--- src/rtl/dmem_arbiter.sv ---
// dmem_arbiter: two-port (A = core, B = debug/DMA) arbiter in front of a single-port
// data memory with combinational read. Each access takes two cycles: a grant cycle
// in which the winner drives the memory, then an ack cycle.
// Configuration macro: DMEM_ARB_RR_EN
//   defined   -> round-robin between A and B on simultaneous requests
//   undefined -> fixed priority, A always beats B (default build)
module dmem_arbiter #(
    parameter int unsigned width  = 32,
    parameter int unsigned ADDR_W = 8
) (
    input  logic              clk,
    input  logic              rst_n,

    input  logic              a_req,
    input  logic              a_we,
    input  logic [ADDR_W-1:0] a_addr,
    input  logic [width-1:0]  a_wdata,
    output logic              a_ack,
    output logic [width-1:0]  a_rdata,

    input  logic              b_req,
    input  logic              b_we,
    input  logic [ADDR_W-1:0] b_addr,
    input  logic [width-1:0]  b_wdata,
    output logic              b_ack,
    output logic [width-1:0]  b_rdata,

    output logic              mem_we,
    output logic [width-1:0]  mem_addr,
    output logic [width-1:0]  mem_wdata,
    input  logic [width-1:0]  mem_rdata
);

    typedef enum logic [1:0] {
        StIdle = 2'd0,
        StAckA = 2'd1,
        StAckB = 2'd2
    } state_e;

    state_e           state;
    logic [width-1:0] rdata_q;
    logic             grant_a;
    logic             grant_b;
    logic             idle_live;

    // Grants are only issued from IDLE and never while reset is asserted, so the
    // memory outputs are quiet during reset even if a requester is active.
    assign idle_live = rst_n && (state == StIdle);

`ifdef DMEM_ARB_RR_EN
    // Set when B should win the next tie, i.e. A was granted last.
    logic prio_b;

    // Round-robin winner selection: a tie goes to the port not granted last.
    always_comb begin
        grant_a = 1'b0;
        grant_b = 1'b0;
        if (idle_live) begin
            if (a_req && b_req) begin
                grant_a = !prio_b;
                grant_b = prio_b;
            end else begin
                grant_a = a_req;
                grant_b = b_req;
            end
        end
    end

    // Priority pointer flips toward the other port on every grant.
    always_ff @(posedge clk or negedge rst_n) begin
        if (!rst_n) begin
            prio_b <= 1'b0;
        end else if (grant_a) begin
            prio_b <= 1'b1;
        end else if (grant_b) begin
            prio_b <= 1'b0;
        end
    end
`else
    // Fixed-priority winner selection: A always beats B.
    always_comb begin
        grant_a = idle_live && a_req;
        grant_b = idle_live && b_req && !a_req;
    end
`endif

    // Memory-side mux: the winner drives the memory in its grant cycle, zero otherwise.
    always_comb begin
        mem_we    = 1'b0;
        mem_addr  = '0;
        mem_wdata = '0;
        if (grant_a) begin
            mem_we    = a_we;
            mem_addr  = width'(a_addr);
            mem_wdata = a_wdata;
        end else if (grant_b) begin
            mem_we    = b_we;
            mem_addr  = width'(b_addr);
            mem_wdata = b_wdata;
        end
    end

    // Access FSM with registered acks; read data is captured on the grant edge.
    // Requests are not looked at in the ACK states, so a requester may present its
    // next access during its own ack cycle.
    always_ff @(posedge clk or negedge rst_n) begin
        if (!rst_n) begin
            state   <= StIdle;
            a_ack   <= 1'b0;
            b_ack   <= 1'b0;
            rdata_q <= '0;
        end else begin
            unique case (state)
                StIdle: begin
                    a_ack <= 1'b0;
                    b_ack <= 1'b0;
                    if (grant_a) begin
                        state   <= StAckA;
                        a_ack   <= 1'b1;
                        rdata_q <= mem_rdata;
                    end else if (grant_b) begin
                        state   <= StAckB;
                        b_ack   <= 1'b1;
                        rdata_q <= mem_rdata;
                    end
                end
                StAckA: begin
                    state <= StIdle;
                    a_ack <= 1'b0;
                end
                StAckB: begin
                    state <= StIdle;
                    b_ack <= 1'b0;
                end
                default: begin
                    state <= StIdle;
                    a_ack <= 1'b0;
                    b_ack <= 1'b0;
                end
            endcase
        end
    end

    // Both ports see the same captured data; each qualifies it with its own ack.
    assign a_rdata = rdata_q;
    assign b_rdata = rdata_q;

    // Structural invariants of the arbiter.
    a_ack_one_hot: assert property (@(posedge clk) disable iff (!rst_n)
        !(a_ack && b_ack));
    single_grant: assert property (@(posedge clk) disable iff (!rst_n)
        !(grant_a && grant_b));
    ack_single_cycle: assert property (@(posedge clk) disable iff (!rst_n)
        (a_ack || b_ack) |=> !(a_ack || b_ack));
    no_write_in_ack: assert property (@(posedge clk) disable iff (!rst_n)
        (state != StIdle) |-> !mem_we);

endmodule
--- config.mk ---
export PLATFORM = sky130hd
export DESIGN_NAME = dmem_arbiter
export DESIGN_NICKNAME = d
export VERILOG_FILES = /design/src/rtl/dmem_arbiter.sv
export SDC_FILE = /design/constraint.sdc
export NUM_CORES = 1
export LEC_CHECK = 0
export ABC_AREA = 1
export ABC_CLOCK_PERIOD_IN_PS = 2100
export CORE_AREA = 2 2 97 99
export DETAILED_ROUTE_END_ITERATION = 10
export DIE_AREA = 0 0 99 101
export GPL_ROUTABILITY_DRIVEN = 0
export PLACE_DENSITY = 0.82
export SYNTH_ARGS = -nofsm -noshare
export SYNTH_HDL_FRONTEND = slang
export SYNTH_SLANG_ARGS = --single-unit
--- constraint.sdc ---
create_clock -name clk -period 2.1 [get_ports clk]
set_clock_uncertainty 0.1 [all_clocks]
set_input_delay 0.42 -clock clk [delete_from_list [all_inputs] [get_ports clk]]
set_output_delay 0.42 -clock clk [all_outputs]
set_load 0.02 [all_outputs]
* Word-level counts from Yosys, hierarchy flattened
Cells that the tools add are included.
** Operators by class
- Eq/ne operators :: 3
- Multiplexer cells :: 16
- Reductions and logical operators :: 8
** Operators with widths (number)
- two-way mux 32 bit :: 4
- two-way mux 8 bit :: 2
- two-way mux 2 bit :: 3
- two-way mux 1 bit :: 5
- logical AND 1 bit :: 4
- one-hot mux 1 bit (2 select lines) :: 2
- inequality test 3 bit (second input constant) :: 1
- equality test 2 x 1 -> 1 bit (second input constant) :: 1
- equality test 2 bit (second input constant) :: 1
- zero test 2 bit :: 1
- AND reduction 2 bit :: 1
- nonzero test 2 bit :: 1
- zero test 1 bit :: 1
** Storage, ports and cells
- Bits in registers :: 36
- Bits of input ports :: 118
- Output and inout port bits :: 131
- Logic and storage cells :: 31

* Logic depth before layout (Yosys ltp)
- Depth in word-level cells :: 7
- Depth in mapped cells :: 6
- Depth with buffers taken out :: 5

* Least setup slack after synthesis
OpenSTA, ideal clock, no wires.
- Path type :: in2out
- Start :: input port a_req
- End :: output port mem_addr[0]
- Arrival :: 1.318 ns
- Required time :: 1.580 ns
- Setup slack :: 0.262 ns
- Cell stages on the path :: 5
- Path buffers :: 2
- Cells stage by stage :: buf_2 inv_1 nand4_2 buf_2 o21ai_1
** Between the ends
- Longest elaborated chain between the ends :: 4
** RTL lines
- start: declaration :: RTL line 14 : input logic a_req,
- zero test 1 bit :: RTL line 83 : grant_b = idle_live && b_req && !a_req;
- logical AND 1 bit :: RTL line 83
- two-way mux 8 bit :: RTL line 96 : end else if (grant_b) begin
- two-way mux 8 bit (*) :: RTL line 92 : if (grant_a) begin
- end: declaration :: RTL line 29 : output logic [width-1:0] mem_addr,
Every way passes the cells marked *; elsewhere a longest branch is shown, timed or not.

* Final worst setup path
- Start :: register state[1]
- End :: output port mem_wdata[16]
** Between the ends
- Longest elaborated chain between the ends :: 6
** RTL lines
- start: declaration :: RTL line 40 : state_e state;
- start signal: assignment :: RTL line 108 : state <= StIdle;
- start signal: assignment :: RTL line 118 : state <= StAckA;
- start signal: assignment :: RTL line 122 : state <= StAckB;
- zero test 2 bit (*) :: RTL line 48 : assign idle_live = rst_n && (state == StIdle);
- logical AND 1 bit (*) :: RTL line 48
- logical AND 1 bit (2 in a row) :: RTL line 83
- two-way mux 32 bit :: RTL line 96
- two-way mux 32 bit (*) :: RTL line 92
- end: declaration :: RTL line 30 : output logic [width-1:0] mem_wdata,
Marks and branches as above.

==> impl_metrics.tcl <==
set metrics [dict create \
    clk_latency_ns 0.27 \
    grt_overflow 0 \
    routedWlPerCell_um 16.6 \
    cts_made_buffers 5 \
    cts_tree "built" \
    crit_buf_inv 3 \
    avgSynthCellArea_um2 7.27 \
    die_h_um 101 \
    max_freq_mhz 460 \
    dp_cells 644 \
    holdCritPathClass "in2async" \
    startpoint "state[1]$_DFFE_PN0P_" \
    die_w_um 99 \
    tns_ns -0.509 \
    synth_xor_area_share_pct 0 \
    place_area_mm2 0.00467 \
    syn_area_mm2 0.00256 \
    grt_use_total_pct 19.7 \
    path_cells "nor2_4 > nand4_4 > buf_12 > clkbuf_16 > o21ai_2 > buf_6" \
    r2r_cells 7 \
    via_count 3039 \
    drc 0 \
    multi_input_area_mm2 0.00120 \
    dieArea_mm2 0.0100 \
    dr.pass1.iters 4 \
    core_mm2 0.00898 \
    criticalPathCategory "reg2out" \
    cp-end-kind "output port" \
    synth_top_family_by_area "simple AND/OR/NAND/NOR gates" \
    cts-root-buf "clkbuf_8" \
    fin_crit_sh_pct 104 \
    max_stage_delay_ns 0.41 \
    dp_hpwl_um 7820 \
    crit_slowest_cell "dfrtp_1" \
    layout.cells.non_filler 658 \
    nFillCells 806 \
    seq_area_frac_synth_pct 35.1 \
    p_comb_share_pct 53.1 \
    diodes 0 \
    grt.busiest_layer "met2" \
    cp_data_required_time_ns 1.58 \
    path_depth 6 \
    power_density_mw_per_mm2 585 \
    final_max_slew_viol_count 0 \
    switching_share_pct 38.0 \
    io_pins 249 \
    grt_start_max_net_pins 43 \
    synthAdderAreaFrac_pct 0 \
    fp-row-count 35 \
    status "complete, but fails checks" \
    synth-simple-area-share_pct 28.6 \
    routed_wl_um 10900 \
    htreeDepth 2 \
    power_uw 2940 \
    via_per_inst 4.62 \
    clock-sinks 36 \
    area.growth.synth_to_final_pct 96.3 \
    setup_viol 14 \
    rsz0062_at_grt "true" \
    grtUsageMet1_pct 23.6 \
    postCtsHoldBufs 0 \
    nets 664 \
    p_leak_uw 0.00239 \
    use_met3_pct 4.16 \
    power_switching_uw 1120 \
    hold_viol_final 0 \
    cp_data_arrival_time_ns 1.66 \
    postLayoutCellArea_mm2 0.00503 \
    grt_pass1_wl_um 15900 \
    vdd_ir_drop_max_mv 0.540 \
    drtIter0Drc 89 \
    met2_usage_pct 35.0 \
    synthDistinctLibCells 19 \
    antenna_found_initial 0 \
    worst_slack_ns -0.0762 \
    start_util_pct 28.6 \
    synth_compound_area_share_pct 8.00 \
    synthMuxAreaShare_pct 0 \
    p_seq_share_pct 30.7 \
    fin_util_pct 56.1 \
    r2r-start "state[1]$_DFFE_PN0P_" \
    syn_inst 353 \
    p_int_uw 1830 \
    port_buffers 224 \
    critical_path.top_delay_family "buffers and inverters" \
    ys_ff_latch 36 \
    start_kind "register" \
    path_max_fanout 5 \
    final-seq-area_um2 901 \
    grt_pass1_vias 3141 \
    drive_gt1_share_pct 19.9 \
    detail-route-antenna-nets 0 \
    drv_cap 0 \
    violations "setup timing" \
    period_needed_ns 2.18 \
    clockPowerShare_pct 16.2 \
    clk_pin_slew_ns 0.07 \
    max-clock-path-buffers 2 \
    ys_warn_count 0 \
]
## power groups by stage
stage	clock [µW]	combinational, µW	sequential (µW)
floorplan	0	686	1030
global placement	0	1470	913
detailed placement	0	1500	914
CTS	499	1480	907
global route	527	1650	924
finish	476	1560	905
## placed cells by master, fill, tap and decap left out, drive strengths merged
master and n:
buf 62, clkbuf 9, clkdlybuf4s50 180, clkinv 1, conb 24, dfrtp 36, dlygate4sd2 2, inv 45
nand2 68, nand3 35, nand4 42, nor2 2, o21ai 41
## synth_stat cells (all sizes together)
cell,count,share of area [%]
buf,71,20
nand2,68,10
inv,45,6.6
nand4,42,10
o21ai,41,8.0
dfrtp,36,35
nand3,35,7.5
clkbuf,12,1.8
nor2,2,0.59
conb,1,0.15
## area by class of cell
| type | count | share of cell area [%] |
|---|---|---|
| clock buffers | 7 | 1.52 |
| clock inverters | 1 | 0.174 |
| inverters | 45 | 3.35 |
| multi-input cells | 212 | 23.8 |
| flip-flops and latches | 36 | 17.9 |
| well taps | 111 | 2.76 |
| repair buffers | 246 | 50.5 |
## timing repair
action	4_1_cts	5_1_grt
endpoints found under the hold margin	0	0
gates cloned	2	2
gates resized for setup	192	82
pin swaps	2	4
setup buffers	1	4
setup endpoints to repair	41	41
## worst register-to-register path, stage by stage (launching register included)
cell and delay (ns):
dfrtp_1 0.41, nor2_4 0.17, buf_4 0.17, clkbuf_16 0.17
nand3_2 0.08, buf_4 0.24, nand3_1 0.12, nand2_1 0.06
## registers in the layout, summed over array words and instances, names as in the netlist
register and cells:
a_rdata 32, state 2, a_ack 1, b_ack 1
## metrics by stage
| step | hold WS [ns] | setup slack (ns) |
|---|---|---|
| after floorplan | 0.0244 | 0.262 |
| after global placement | 0.317 | -0.571 |
| after detailed placement | 0.315 | -0.577 |
| after CTS | 0.0192 | -0.0672 |
| after global routing | 0.0135 | -0.151 |
| final | 0.0357 | -0.0762 |
## layer usage
layer / wire length [µm] / up-vias
met5: 0 / -
met4: 263 / 0
met3: 727 / 18
met2: 5580 / 158
met1: 4360 / 1400
li1: - / 1463
## worst paths after layout
kind | to | slack, ns
max | mem_wdata[16] | -0.08
min | a_rdata[20]$_DFFE_PN0P_ | 0.04
max reg2reg | a_rdata[9]$_DFFE_PN0P_ | 0.47
min reg2reg | a_ack$_DFFE_PN0P_ | 0.40
max in group asynchronous | a_rdata[7]$_DFFE_PN0P_ | 1.41
min in group clk | a_ack$_DFFE_PN0P_ | 0.40
## kinds of logic (layout without fill, tap and decap cells)
family                 Yosys count  in the layout
other                            1             24
AOI/OAI and AO/OA               41             41
and+or+nand+nor                147            147
DFF                             36             36
buffers and inverters          128            299
Power figures use the tool's default switching activity.
